$ cat src/rtl/pipe_game_ctrl.sv
// Game controller for the flappy-style game: state machine, scrolling pipes with
// LFSR-randomised gaps, bird collision detection and a saturating score.
module pipe_game_ctrl #(
    parameter int          SCREEN_WIDTH  = 640,
    parameter int          SCREEN_HEIGHT = 480,
    parameter int          NUM_PIPES     = 3,
    parameter int          XW            = 11,
    parameter int          PIPE_WIDTH    = 50,
    parameter int          PIPE_GAP      = 100,
    parameter int          PIPE_SPACING  = 220,
    parameter int          SPEED         = 1,
    parameter int          GAP_DEFAULT   = 190,
    parameter int          GAP_MIN       = 40,
    parameter int          BIRD_X        = 100,
    parameter int          BIRD_WIDTH    = 20,
    parameter int          BIRD_HEIGHT   = 20,
    parameter int          SCORE_W       = 8,
    parameter logic [15:0] LFSR_SEED     = 16'hACE1
) (
    input  logic                    clk,
    input  logic                    reset,
    input  logic                    tick,
    input  logic                    start_button,
    input  logic [9:0]              bird_y,
    output logic [1:0]              state,
    output logic [NUM_PIPES*XW-1:0] pipe_x,
    output logic [NUM_PIPES*10-1:0] pipe_gap_y,
    output logic [SCORE_W-1:0]      score,
    output logic                    collision,
    output logic                    game_over
);

    typedef enum logic [1:0] {
        IDLE = 2'b00,
        PLAY = 2'b01,
        OVER = 2'b10
    } state_t;

    // Collision arithmetic is done one bit wider than the pipe coordinate so sums never wrap.
    localparam int                CW            = XW + 1;
    localparam int                SW            = SCORE_W + 4;
    localparam logic [CW-1:0]     PIPE_WIDTH_C  = CW'(PIPE_WIDTH);
    localparam logic [CW-1:0]     PIPE_GAP_C    = CW'(PIPE_GAP);
    localparam logic [CW-1:0]     BIRD_X_C      = CW'(BIRD_X);
    localparam logic [CW-1:0]     BIRD_RIGHT_C  = CW'(BIRD_X + BIRD_WIDTH);
    localparam logic [CW-1:0]     BIRD_H_C      = CW'(BIRD_HEIGHT);
    localparam logic [CW-1:0]     SCREEN_H_C    = CW'(SCREEN_HEIGHT);
    localparam logic [XW-1:0]     SPEED_X       = XW'(SPEED);
    localparam logic [XW-1:0]     RESPAWN_X     = XW'(NUM_PIPES * PIPE_SPACING - SPEED);
    localparam logic [9:0]        GAP_DEFAULT_G = 10'(GAP_DEFAULT);
    localparam logic [9:0]        GAP_MIN_G     = 10'(GAP_MIN);
    localparam logic [SCORE_W-1:0] SCORE_MAX    = '1;
    localparam logic [15:0]       LFSR_MASK     = 16'hB400;

    state_t              state_r;
    logic [XW-1:0]       x_r [NUM_PIPES];
    logic [9:0]          gap_r [NUM_PIPES];
    logic [SCORE_W-1:0]  score_r;
    logic                collision_r;
    logic                game_over_r;
    logic                start_prev_r;
    logic [15:0]         lfsr_r;

    logic                start_pulse_s;
    logic                hit_s;
    logic [CW-1:0]       bird_top_s;
    logic [XW-1:0]       x_next_s [NUM_PIPES];
    logic [9:0]          gap_next_s [NUM_PIPES];
    logic [3:0]          cross_cnt_s;
    logic [SW-1:0]       score_sum_s;
    logic [SCORE_W-1:0]  score_next_s;
    logic [15:0]         lfsr_next_s;

    function automatic logic [XW-1:0] init_x(input int idx);
        return XW'(SCREEN_WIDTH + idx * PIPE_SPACING);
    endfunction

    assign start_pulse_s = start_button & ~start_prev_r;
    assign lfsr_next_s   = {1'b0, lfsr_r[15:1]} ^ (lfsr_r[0] ? LFSR_MASK : 16'h0000);

    // Bird against every pipe column outside its gap, and against the floor.
    always_comb begin
        bird_top_s = CW'(bird_y);
        hit_s      = (bird_top_s + BIRD_H_C) > SCREEN_H_C;
        for (int i = 0; i < NUM_PIPES; i++) begin
            hit_s = hit_s
                  | ((BIRD_X_C < ({1'b0, x_r[i]} + PIPE_WIDTH_C))
                  &  (BIRD_RIGHT_C > {1'b0, x_r[i]})
                  &  ((bird_top_s < CW'(gap_r[i]))
                  |   ((bird_top_s + BIRD_H_C) > (CW'(gap_r[i]) + PIPE_GAP_C))));
        end
    end

    // Per-tick pipe motion, respawn and the count of pipes just passed by the bird.
    always_comb begin
        cross_cnt_s = 4'd0;
        for (int i = 0; i < NUM_PIPES; i++) begin
            if (x_r[i] < SPEED_X) begin
                x_next_s[i]   = x_r[i] + RESPAWN_X;
                gap_next_s[i] = GAP_MIN_G + {2'b00, lfsr_r[7:0]};
            end else begin
                x_next_s[i]   = x_r[i] - SPEED_X;
                gap_next_s[i] = gap_r[i];
                if ((({1'b0, x_r[i]} + PIPE_WIDTH_C) >= BIRD_X_C) &&
                    (({1'b0, x_r[i] - SPEED_X} + PIPE_WIDTH_C) < BIRD_X_C)) begin
                    cross_cnt_s = cross_cnt_s + 4'd1;
                end else begin
                    cross_cnt_s = cross_cnt_s;
                end
            end
        end
        score_sum_s  = SW'(score_r) + SW'(cross_cnt_s);
        score_next_s = (score_sum_s > SW'(SCORE_MAX)) ? SCORE_MAX : score_sum_s[SCORE_W-1:0];
    end

    // Game state machine with all pipe, score and flag registers.
    always_ff @(posedge clk) begin
        if (reset) begin
            state_r      <= IDLE;
            score_r      <= '0;
            collision_r  <= 1'b0;
            game_over_r  <= 1'b0;
            start_prev_r <= 1'b0;
            lfsr_r       <= LFSR_SEED;
            for (int i = 0; i < NUM_PIPES; i++) begin
                x_r[i]   <= init_x(i);
                gap_r[i] <= GAP_DEFAULT_G;
            end
        end else begin
            start_prev_r <= start_button;
            lfsr_r       <= lfsr_next_s;
            case (state_r)
                IDLE: begin
                    score_r     <= '0;
                    collision_r <= 1'b0;
                    game_over_r <= 1'b0;
                    for (int i = 0; i < NUM_PIPES; i++) begin
                        x_r[i]   <= init_x(i);
                        gap_r[i] <= GAP_DEFAULT_G;
                    end
                    if (start_pulse_s) begin
                        state_r <= PLAY;
                    end
                end
                PLAY: begin
                    if (hit_s) begin
                        state_r     <= OVER;
                        collision_r <= 1'b1;
                        game_over_r <= 1'b1;
                    end else if (tick) begin
                        score_r <= score_next_s;
                        for (int i = 0; i < NUM_PIPES; i++) begin
                            x_r[i]   <= x_next_s[i];
                            gap_r[i] <= gap_next_s[i];
                        end
                    end
                end
                OVER: begin
                    if (start_pulse_s) begin
                        state_r     <= IDLE;
                        score_r     <= '0;
                        collision_r <= 1'b0;
                        game_over_r <= 1'b0;
                        for (int i = 0; i < NUM_PIPES; i++) begin
                            x_r[i]   <= init_x(i);
                            gap_r[i] <= GAP_DEFAULT_G;
                        end
                    end
                end
                default: begin
                    state_r     <= IDLE;
                    score_r     <= '0;
                    collision_r <= 1'b0;
                    game_over_r <= 1'b0;
                    for (int i = 0; i < NUM_PIPES; i++) begin
                        x_r[i]   <= init_x(i);
                        gap_r[i] <= GAP_DEFAULT_G;
                    end
                end
            endcase
        end
    end

    assign state     = state_r;
    assign score     = score_r;
    assign collision = collision_r;
    assign game_over = game_over_r;

    for (genvar g = 0; g < NUM_PIPES; g++) begin : g_pack
        assign pipe_x[g*XW +: XW]   = x_r[g];
        assign pipe_gap_y[g*10 +: 10] = gap_r[g];
    end

endmodule

$ cat config.mk
export PLATFORM = sky130hd
export DESIGN_NAME = pipe_game_ctrl
export DESIGN_NICKNAME = d
export VERILOG_FILES = /design/src/rtl/pipe_game_ctrl.sv
export SDC_FILE = /design/constraint.sdc
export NUM_CORES = 1
export LEC_CHECK = 0
export ABC_AREA = 0
export CAP_MARGIN = 15
export CORE_UTILIZATION = 23
export DETAILED_ROUTE_END_ITERATION = 6
export PLACE_DENSITY_LB_ADDON = 0.05
export SETUP_SLACK_MARGIN = 0.15
export SYNTH_ARGS = -nofsm -noshare
export SYNTH_HDL_FRONTEND = slang
export SYNTH_SLANG_ARGS = --single-unit
$ cat constraint.sdc
create_clock -name clk -period 9.8 [get_ports clk]
set_input_delay 2.94 -clock clk [delete_from_list [all_inputs] [get_ports clk]]
set_output_delay 2.94 -clock clk [all_outputs]
set_load 0.01 [all_outputs]
==> impl_results.md, run 1 <==
- Status: completed
- CTS tree: built
- Final period utilization: 0.815
- Post-route ant nets: 0
- Cell Pwr Density: about 120 mW/mm²
- Initial antenna violation count: 0
- Starting Density: 0.235
- Diodes inserted: 0
- CP Max Fanout: 22
- Max cap viols: 0
- Dpl hpwl: roughly 17,000 µm
- Area growth syn-to-layout: 20.3%
- CTS Hold Bufs: 0
- Layout cell share with drive strength beyond 1: 0.0523
- Ys flop type: edfxtp_1
- Mapped Avg Cell Area: 9.10 µm²
- # setup viols final: 0
- Leak Pwr: 3.32 nW
- Number of global-route vias before repair: around 5,700
- Warnings from Yosys: 0
- DR iter-0 viols: between 300 and 400
- Core area: between 0.03 and 0.04 mm²
- CTS max path bufs: 2
- Die footprint: ~0.032 mm²
- Crit end category: flip-flop
- Pre-antenna DRT Iters: 7
- Fin. max-slew vios: 0
- Clk_lat worst skew: between 300 and 400 ps
- Leading area contributor after synthesis: edfxtp_1
- Syn Std Cell Area: between 0.007 and 0.008 mm²
- WL/cell: around 18 µm
- Final critical-path required period: ~8000 ps
- Fmax: around 130 MHz
- CP Launch Type: primary input
- Io pins: 89
- Share of the synthesized area in the top cell type: 0.250
- Input/output buffers: 85
- Chip Width: ~180 µm
- Remaining DRCs: 0
- Slew headroom: 0.324
- Setup tns final: 0 ps
- First-pass GRT wire length: 34,000 µm
- Top cells by area, synth: edfxtp_1 (25%), ha_1 (15%), dfxtp_1 (7.8%), xnor2_1 (5.2%), a21oi_1 (3.5%)
- All-Layer GR Usage: 0.141
- Overflow after GRT: 0
- Cells after Synth: around 800
- Worst setup path category: primary input to flip-flop
- Clock Tree Root: clkbuf_16
- Row cnt: 64
- Final Worst Setup Slack: roughly 1800 ps
- Clock-pin slew on the worst setup and hold paths: 70 ps
- WP data arrival: between 7000 and 8000 ps
- Commonest cells after routing, fill and taps aside: ha_1 (86), clkdlybuf4s50_1 (85), nand2_1 (62)
- WL final: 22,000 µm
- Post-synth EDFFs: 60
- Fillcell total: 3,264
- Synth cell types: between 80 and 90
- DR vias/cell: 4.84
- Total number of vias: 6,075
- Hold crit path type: flip-flop to flip-flop
- RD Place Congestion: approximately 0.82
- Seq/Total Area, Yosys: 0.328
- Die H: 179 µm
- Worst Path Required: roughly 10000 ps
- Synthesis-stage register bit count: between 80 and 90
- Nets: 956
- Worst slew pin tran: roughly 1000 ps
- Critical path origin: bird_y[2]
- Peak supply drop: between 0.07 and 0.08 mV
- Critical R2R Launch: x_r[0][12]
- CTS buffer count: 9
- Post-CTS setup buffer count: 0
- Total chip power: ~1.0 mW
- Async set or reset register ratio after synthesis: 0
- Worst Skew: 11.2 ps
- Htree depth: 3
- Hold Violations, Final: 0
- Util after Layout: 0.282
- CTS sink cnt: 88
- Hold path start: lfsr_r[12]
- RSZ-0062 raised after global routing: no
- Dpl ws: 1440 ps
- Largest net degree at the start of global routing: 38
- Post_cts resized: 0
- Commonest non-fill, non-tap cell in the layout: ha_1
where the power goes:
part	leakage (nW)	switching, mW	internal (mW)
clock network	0.147	0.160	0.180
registers	0.818	0.0280	0.413
logic	2.36	0.138	0.110
total	3.32	0.326	0.702
cell usage after synthesis (5+ instances only):
master    instances
a21oi_1          50
nor2_1           60
xor2_1           20
nand3_1          33
ha_1             86
mux2i_1           5
edfxtp_1         60
o211ai_1          5
a21o_1            5
o31ai_1           7
nand2b_1         12
dfxtp_1          28
clkbuf_1         10
buf_2            14
nor3b_1           5
and2_1           10
a31oi_1          11
or2_2             8
nor3_1           24
nor2b_1          16
or3_1             9
nand4_1          12
xnor2_1          43
inv_1            56
buf_4             5
nand2_1          62
o21ai_0          18
nor4_1            9
kinds of logic after synthesis:
| group | after synthesis | synth area share |
|---|---|---|
| AND/OR/NAND/NOR | 289 | 0.211 |
| AO/OA/AOI/OAI | 162 | 0.159 |
| buffers and inverters | 91 | 0.0556 |
| flip-flops | 88 | 0.328 |
| adder cells (fa/ha/maj) | 87 | 0.152 |
| XOR/XNOR | 65 | 0.0812 |
| multiplexers | 8 | 0.0122 |
| other | 1 | 0.000521 |
final timing paths:
kind / end / slack, ps / cells past startpoint
max reg2reg: score[3] / 3930 / 21
max: gap_r[0][3] / 1810 / 13
min reg2reg: lfsr_r[11] / 410 / 1
min: lfsr_r[11] / 410 / 1
through the flow:
| stage | hold slack [ps] | instances | cell area [µm²] |
|---|---|---|---|
| after floorplan | 389 | 793 | 7200 |
| after global placement | 392 | 1240 | 8360 |
| after detailed placement | 400 | 1240 | 8360 |
| after CTS | 417 | 1256 | 8660 |
| after global routing | 430 | 1256 | 8660 |
| final | 412 | 1256 | 8660 |
routing by layer:
metal / wire, µm / part of all wire / GRT usage / vias to the layer above
met4: 298 / 0.014 / 0.0343 / 0
met2: 9930 / 0.45 / 0.224 / 145
met5: 0 / 0 / 0 / -
li1: - / - / - / 3008
met1: 10900 / 0.49 / 0.197 / 2896
met3: 962 / 0.044 / 0.0227 / 26
registers in the layout, indices dropped and copies added, names as in the netlist:
signal / count
start_prev_r: 1
gap_r: 27
score: 8
x_r: 33
state: 2
game_over: 1
lfsr_r: 16
worst max-delay path, cell delays in order:
cell             delay (ps)
clkdlybuf4s50_1         670
a21oi_1                 230
nor3_1                  300
xor2_1                  440
ha_1                    350
a211o_1                 270
a21oi_1                 100
o21ai_0                  90
o21ai_0                 230
a311oi_1                180
a311oi_2                890
and2_1                  810
a21oi_1                 470
layout make-up:
class                           count  area [µm²]  share of cell area
Clock buffer                        9         225              0.0260
Timing Repair Buffer               85         851              0.0982
Sequential cell                    88        2360               0.273
Tap cell                          396         495              0.0572
Inverter                           57         214              0.0247
Clock inverter                      7        71.3             0.00823
Multi-Input combinational cell    614        4440               0.513
No activity file was read; power rests on OpenSTA's default activity.
==> run 2, diff against run 1 <==
==> constraint.sdc (replaced) <==
create_clock -name clk -period 8 [get_ports clk]
set_input_delay 2.4 -clock clk [delete_from_list [all_inputs] [get_ports clk]]
set_output_delay 2.4 -clock clk [all_outputs]
set_load 0.01 [all_outputs]
==> impl_results.md, run 2 (synthesis results as in run 1) <==
- Hold Violations, Final: 0 (unchanged)
- Final period utilization: 0.856
- Starting Density: 0.235 (unchanged)
- Pre-antenna DRT Iters: 5 (-2)
- Diodes inserted: 0 (unchanged)
- Overflow after GRT: 0 (unchanged)
- WL/cell: 17.6 µm (+0.15%)
- Dpl hpwl: 17,400 µm (+0.48%)
- Non-filler instance count after layout: 1,259 (+0.24%)
- Dpl cells: 1,243 (+0.24%)
- Largest net degree at the start of global routing: 38 (unchanged)
- Area growth syn-to-layout: 21.1%
- DR iter-0 viols: 463 (+32%)
- Status: completed
- Slew headroom: 0.378 (+0.0535)
- CP Launch Type: primary input
- Layout cell share with drive strength beyond 1: 0.0545 (+0.00214)
- CTS sink cnt: 88 (unchanged)
- Die footprint: 0.0320 mm² (unchanged)
- Worst slew pin tran: 921 ps (-92.2 ps)
- Worst setup path category: primary input to flip-flop
- Clk_lat worst skew: 350 ps (about the same)
- Row cnt: 64 (unchanged)
- # setup viols final: 0 (unchanged)
- Chip Width: 179 µm (unchanged)
- Htree depth: 3 (unchanged)
- Max layer used: met4
- Metal3 WL: 786 µm (-18%)
- WL final: 22,100 µm (+0.39%)
- Io pins: 89 (unchanged)
- Setup tns final: 0 ps (unchanged)
- Post-route ant nets: 0 (unchanged)
- Fin. max-slew vios: 0 (unchanged)
- Initial antenna violation count: 0 (unchanged)
- CP Max Fanout: 13 (-41%)
- RSZ-0062 raised after global routing: no
- Total number of vias: 6,025 (-0.82%)
- All-Layer GR Usage: 0.143 (+0.00231)
- WL met2: 10,500 µm (+5.2%)
- Met1 wire length: 10,500 µm (-2.9%)
- Worst Path Required: 7970 ps (-1810 ps)
- First-pass GRT wire length: 34,800 µm (+2.3%)
- WP data arrival: 6820 ps (-1150 ps)
- Cell Pwr Density: 149 mW/mm² (+26%)
- Peak supply drop: 0.0927 mV (+21%)
- Biggest registers after layout: x_r (33), gap_r (27), lfsr_r (16)
- Util after Layout: 0.284 (+0.00176)
- Die H: 179 µm (unchanged)
- Placement Cell Area: 0.00839 mm² (+0.27%)
- Clock-pin slew on the worst setup and hold paths: 60 ps (about the same)
- Commonest non-fill, non-tap cell in the layout: ha_1
- CTS buffer count: 9 (unchanged)
- CTS tree: built
- Clock Tree Root: clkbuf_16
- Remaining DRCs: 0 (unchanged)
- Largest register FFs: 33 (unchanged)
- Input/output buffers: 85 (unchanged)
- Post-route cell area: 0.00871 mm² (+0.62%)
- Fillcell total: 3,240 (-0.74%)
- Core area: 0.0307 mm² (unchanged)
- Leak Pwr: 3.35 nW (+0.96%)
- RD Place Congestion: 0.807 (-1.8%)
- CTS Hold Bufs: 0 (unchanged)
- Nets: 959 (+0.31%)
- Fmax: between 100 and 150 MHz
- Commonest cells after routing, fill and taps aside: ha_1 (86), clkdlybuf4s50_1 (85), nand2_1 (62)
- Number of global-route vias before repair: 6,045 (+5.2%)
- Post-CTS setup buffer count: 0 (unchanged)
- Post_cts resized: 0 (unchanged)
- DR vias/cell: 4.79 (-1.1%)
- Reg with most FFs: x_r
- CTS max path bufs: 2 (unchanged)
- Worst reg-to-reg setup slack: 2040 ps (-1890 ps)
- Max cap viols: 0 (unchanged)
- Hold crit path type: flip-flop to flip-flop
- Final critical-path required period: about 6800 ps
- Worst Skew: 6.83 ps (-4.34 ps)
- Crit end category: flip-flop
==> run 2: metal layers <==
layer | vias to the layer above | global-route usage
li1 | 3006 | -
met1 | 2874 | 0.189
met2 | 122 | 0.241
met3 | 23 | 0.0208
met4 | 0 | 0.0385
met5 | - | 0
==> run 2: final cells by class <==
cell class	instances	area, µm²	area share
clock inverters	3	23.8	0.00273
clock buffers	13	304	0.0349
inverters	57	214	0.0246
well taps	396	495	0.0569
repair buffers	88	873	0.100
flip-flops and latches	88	2360	0.271
multi-input cells	614	4440	0.510
==> run 2: worst paths after layout <==
check,start,end,cells past startpoint
setup reg to reg,x_r[0][12],score[3],22
hold / removal,lfsr_r[8],lfsr_r[7],1
hold reg to reg,lfsr_r[8],lfsr_r[7],1
setup / recovery,bird_y[4],gap_r[0][12],14
==> run 2: power by group <==
group,switching [mW],internal (mW),total [mW]
clock,0.185,0.270,0.455
sequential,0.0336,0.506,0.539
combinational,0.168,0.135,0.304
total,0.387,0.911,1.30
==> run 2: worst max-delay path: stages <==
cell	delay, ps
clkdlybuf4s50_1	590
a21oi_1	470
nor3_1	140
xor2_1	410
ha_1	340
a211o_1	270
a21oi_1	100
o21ai_0	80
o21ai_0	210
a311oi_1	170
a311oi_2	340
buf_4	260
a41oi_2	260
a21oi_1	760
==> run 2: metrics by stage <==
stage                     setup WS (ps)  hold slack (ps)  power [mW]
final                              1150              407        1.30
after global routing                804              426        1.37
after CTS                          1120              409        1.32
after detailed placement            752              392       0.854
after global placement              947              392       0.853
after floorplan                    2390              389       0.753
==> run 3, diff against run 2 <==
==> constraint.sdc (replaced) <==
create_clock -name clk -period 8 [get_ports clk]
set_input_delay 1.6 -clock clk [delete_from_list [all_inputs] [get_ports clk]]
set_output_delay 1.6 -clock clk [all_outputs]
set_load 0.01 [all_outputs]
==> impl_results.md, run 3 (synthesis results as in run 1) <==
- CP Max Fanout: 22 (+9)
- Remaining DRCs: 0 (unchanged)
- Layout cell share with drive strength beyond 1: 0.0523 (-0.00220)
- Fin. max-slew vios: 0 (unchanged)
- Htree depth: 3 (unchanged)
- Worst Path Required: 7980 ps (about the same)
- RD Place Congestion: 0.815 (+0.95%)
- Final period utilization: 0.780 (-0.0762)
- CTS sink cnt: 88 (unchanged)
- DR iter-0 viols: 564 (+22%)
- Crit path largest cell delay: 700 ps (-60 ps)
- Nets: 957 (-0.21%)
- CP bufs+invs: 2 (unchanged)
- Peak supply drop: 0.0799 mV (-14%)
- Total chip power: 1.25 mW (-3.6%)
- WHS Path Cells: 1 (unchanged)
- Post-CTS setup buffer count: 0 (unchanged)
- All-Layer GR Usage: 0.145 (+0.00194)
- Area growth syn-to-layout: 20.3%
- Post_cts resized: 0 (unchanged)
- Dpl hpwl: 17,400 µm (about the same)
- Max cap viols: 0 (unchanged)
- WL/cell: 17.9 µm (+1.6%)
- Commonest non-fill, non-tap cell in the layout: ha_1
- CP Cell Sequence: clkdlybuf4s50_1 -> a21oi_1 -> nor3_1 -> xor2_1 -> ha_1 -> a211o_1 -> a21oi_1 -> o21ai_0 -> o21ai_0 -> a311oi_1 -> a311oi_2 -> buf_4 -> and2_1 -> a21oi_1
- Input/output buffers: 85 (unchanged)
- CP Launch Type: primary input
- Hold path start: lfsr_r[8]
- Chip Width: 179 µm (unchanged)
- Critical R2R Launch: x_r[0][13]
- Reg-to-Reg End: score[3]
- Worst Skew: 8.32 ps (+1.49 ps)
- Initial antenna violation count: 0 (unchanged)
- Reg with most FFs: x_r
- Clk_lat worst skew: 350 ps (about the same)
- Die footprint: 0.0320 mm² (unchanged)
- Commonest cells after routing, fill and taps aside: ha_1 (86), clkdlybuf4s50_1 (85), nand2_1 (62)
- RSZ-0062 raised after global routing: no
- Row cnt: 64 (unchanged)
- DR vias/cell: 4.84 (+1.1%)
- Number of global-route vias before repair: 6,060 (+0.25%)
- Final critical-path required period: 6240 ps (-610 ps)
- Hold Violations, Final: 0 (unchanged)
- CTS max path bufs: 2 (unchanged)
- Most frequent CP cell: a21oi_1
- Setup tns final: 0 ps (unchanged)
- Pre-antenna DRT Iters: 5 (unchanged)
- Leak Pwr: 3.31 nW (-1.3%)
- Largest net degree at the start of global routing: 38 (unchanged)
- Die H: 179 µm (unchanged)
- Worst setup path category: primary input to flip-flop
- Biggest registers after layout: x_r (33), gap_r (27), lfsr_r (16)
- Overflow after GRT: 0 (unchanged)
- Io pins: 89 (unchanged)
- Clock-pin slew on the worst setup and hold paths: 70 ps (about the same)
- WL final: 22,400 µm (+1.4%)
- Total number of vias: 6,081 (+0.93%)
- Crit end category: flip-flop
- Clock Tree Root: clkbuf_16
- Crit path max-delay family: compound AO/OA/AOI/OAI gates
- Hold crit path type: flip-flop to flip-flop
- Non-filler instance count after layout: 1,257 (-0.16%)
- Dpl cells: 1,241 (-0.16%)
- Largest register FFs: 33 (unchanged)
- Reg2Reg Depth: 22 (unchanged)
- CTS tree: built
- # setup viols final: 0 (unchanged)
- Util after Layout: 0.282 (-0.00184)
- Crit-path slowest cell: and2_1
- CTS buffer count: 9 (unchanged)
- Tightest hold margin: 408 ps (+0.984 ps)
- Worst reg-to-reg setup slack: 2280 ps (+240 ps)
- CTS Hold Bufs: 0 (unchanged)
- Core area: 0.0307 mm² (unchanged)
- Starting Density: 0.235 (unchanged)
- Slew headroom: 0.347 (-0.0306)
- Post-route ant nets: 0 (unchanged)
- Fmax: 160 MHz (+9.8%)
- Status: completed
- Diodes inserted: 0 (unchanged)
- WP data arrival: 6210 ps (-610 ps)
- Worst slew pin tran: 967 ps (+45.3 ps)
- Cell Pwr Density: 145 mW/mm² (-3.0%)
- First-pass GRT wire length: 35,100 µm (+1.0%)
- Hold EP: lfsr_r[7]
==> run 3: changes by cell type in the layout (fill, tap and decap cells not counted) <==
cell	change
buf_4	-2
clkbuf_16	-3
inv_8	-1
inv_4	-2
clkinv_4	+3
clkinv_8	+1
clkinvlp_4	+2
==> run 3: how the worst max path moves through the flow <==
stage	startpoint	end	slack (ps)	cells past startpoint
detailed placement	bird_y[4]	gap_r[0][27]	1320	14
CTS	bird_y[4]	gap_r[0][25]	1680	14
floorplan	bird_y[3]	gap_r[0][10]	3190	12
global route	bird_y[4]	gap_r[0][22]	1360	14
global placement	bird_y[4]	gap_r[0][20]	1610	14
finish	bird_y[4]	gap_r[0][28]	1760	14
==> run 3: worst register-to-register path: stages, from the launching register on <==
cell and delay, ps:
edfxtp_1 530, inv_1 130, ha_1 220, a21boi_1 230
nand2_1 160, nor3_2 230, xnor2_1 190, or3_1 420
a21oi_1 170, o21ai_0 120, a2111oi_0 570, ha_1 330
mux2_4 280, ha_1 300, mux2i_1 90, fa_1 410
nor2b_1 150, o21ai_0 200, nor3_1 340, nand3_1 260
o21ai_0 160, nand3_1 100, o221ai_1 80
==> run 3: report_power, final <==
group / switching, mW / leakage (nW) / internal, mW / total, mW
registers: 0.0338 / 0.818 / 0.506 / 0.539
clock network: 0.193 / 0.132 / 0.215 / 0.408
logic: 0.169 / 2.36 / 0.135 / 0.304
total: 0.396 / 3.31 / 0.855 / 1.25
==> run 3: stage by stage <==
step,setup slack (ps),cell area [µm²]
global route,1360,8660
finish,1760,8660
detailed placement,1320,8370
floorplan,3190,7200
CTS,1680,8660
global placement,1610,8370
==> run 3: per-layer routing <==
layer / GRT usage / routed length, µm / vias to the layer above
met1: 0.197 / 10800 / 2886
met2: 0.236 / 10400 / 159
li1: - / - / 3016
met4: 0.0367 / 354 / 0
met5: 0 / 0 / -
met3: 0.0240 / 922 / 20
==> run 3: cell type report <==
cell class | instances | area, µm²
repair buffers | 86 | 858
fillers | 3233 | 22000
clock inverters | 6 | 57.6
inverters | 57 | 214
flip-flops and latches | 88 | 2360
clock buffers | 10 | 229
multi-input cells | 614 | 4440
well taps | 396 | 495
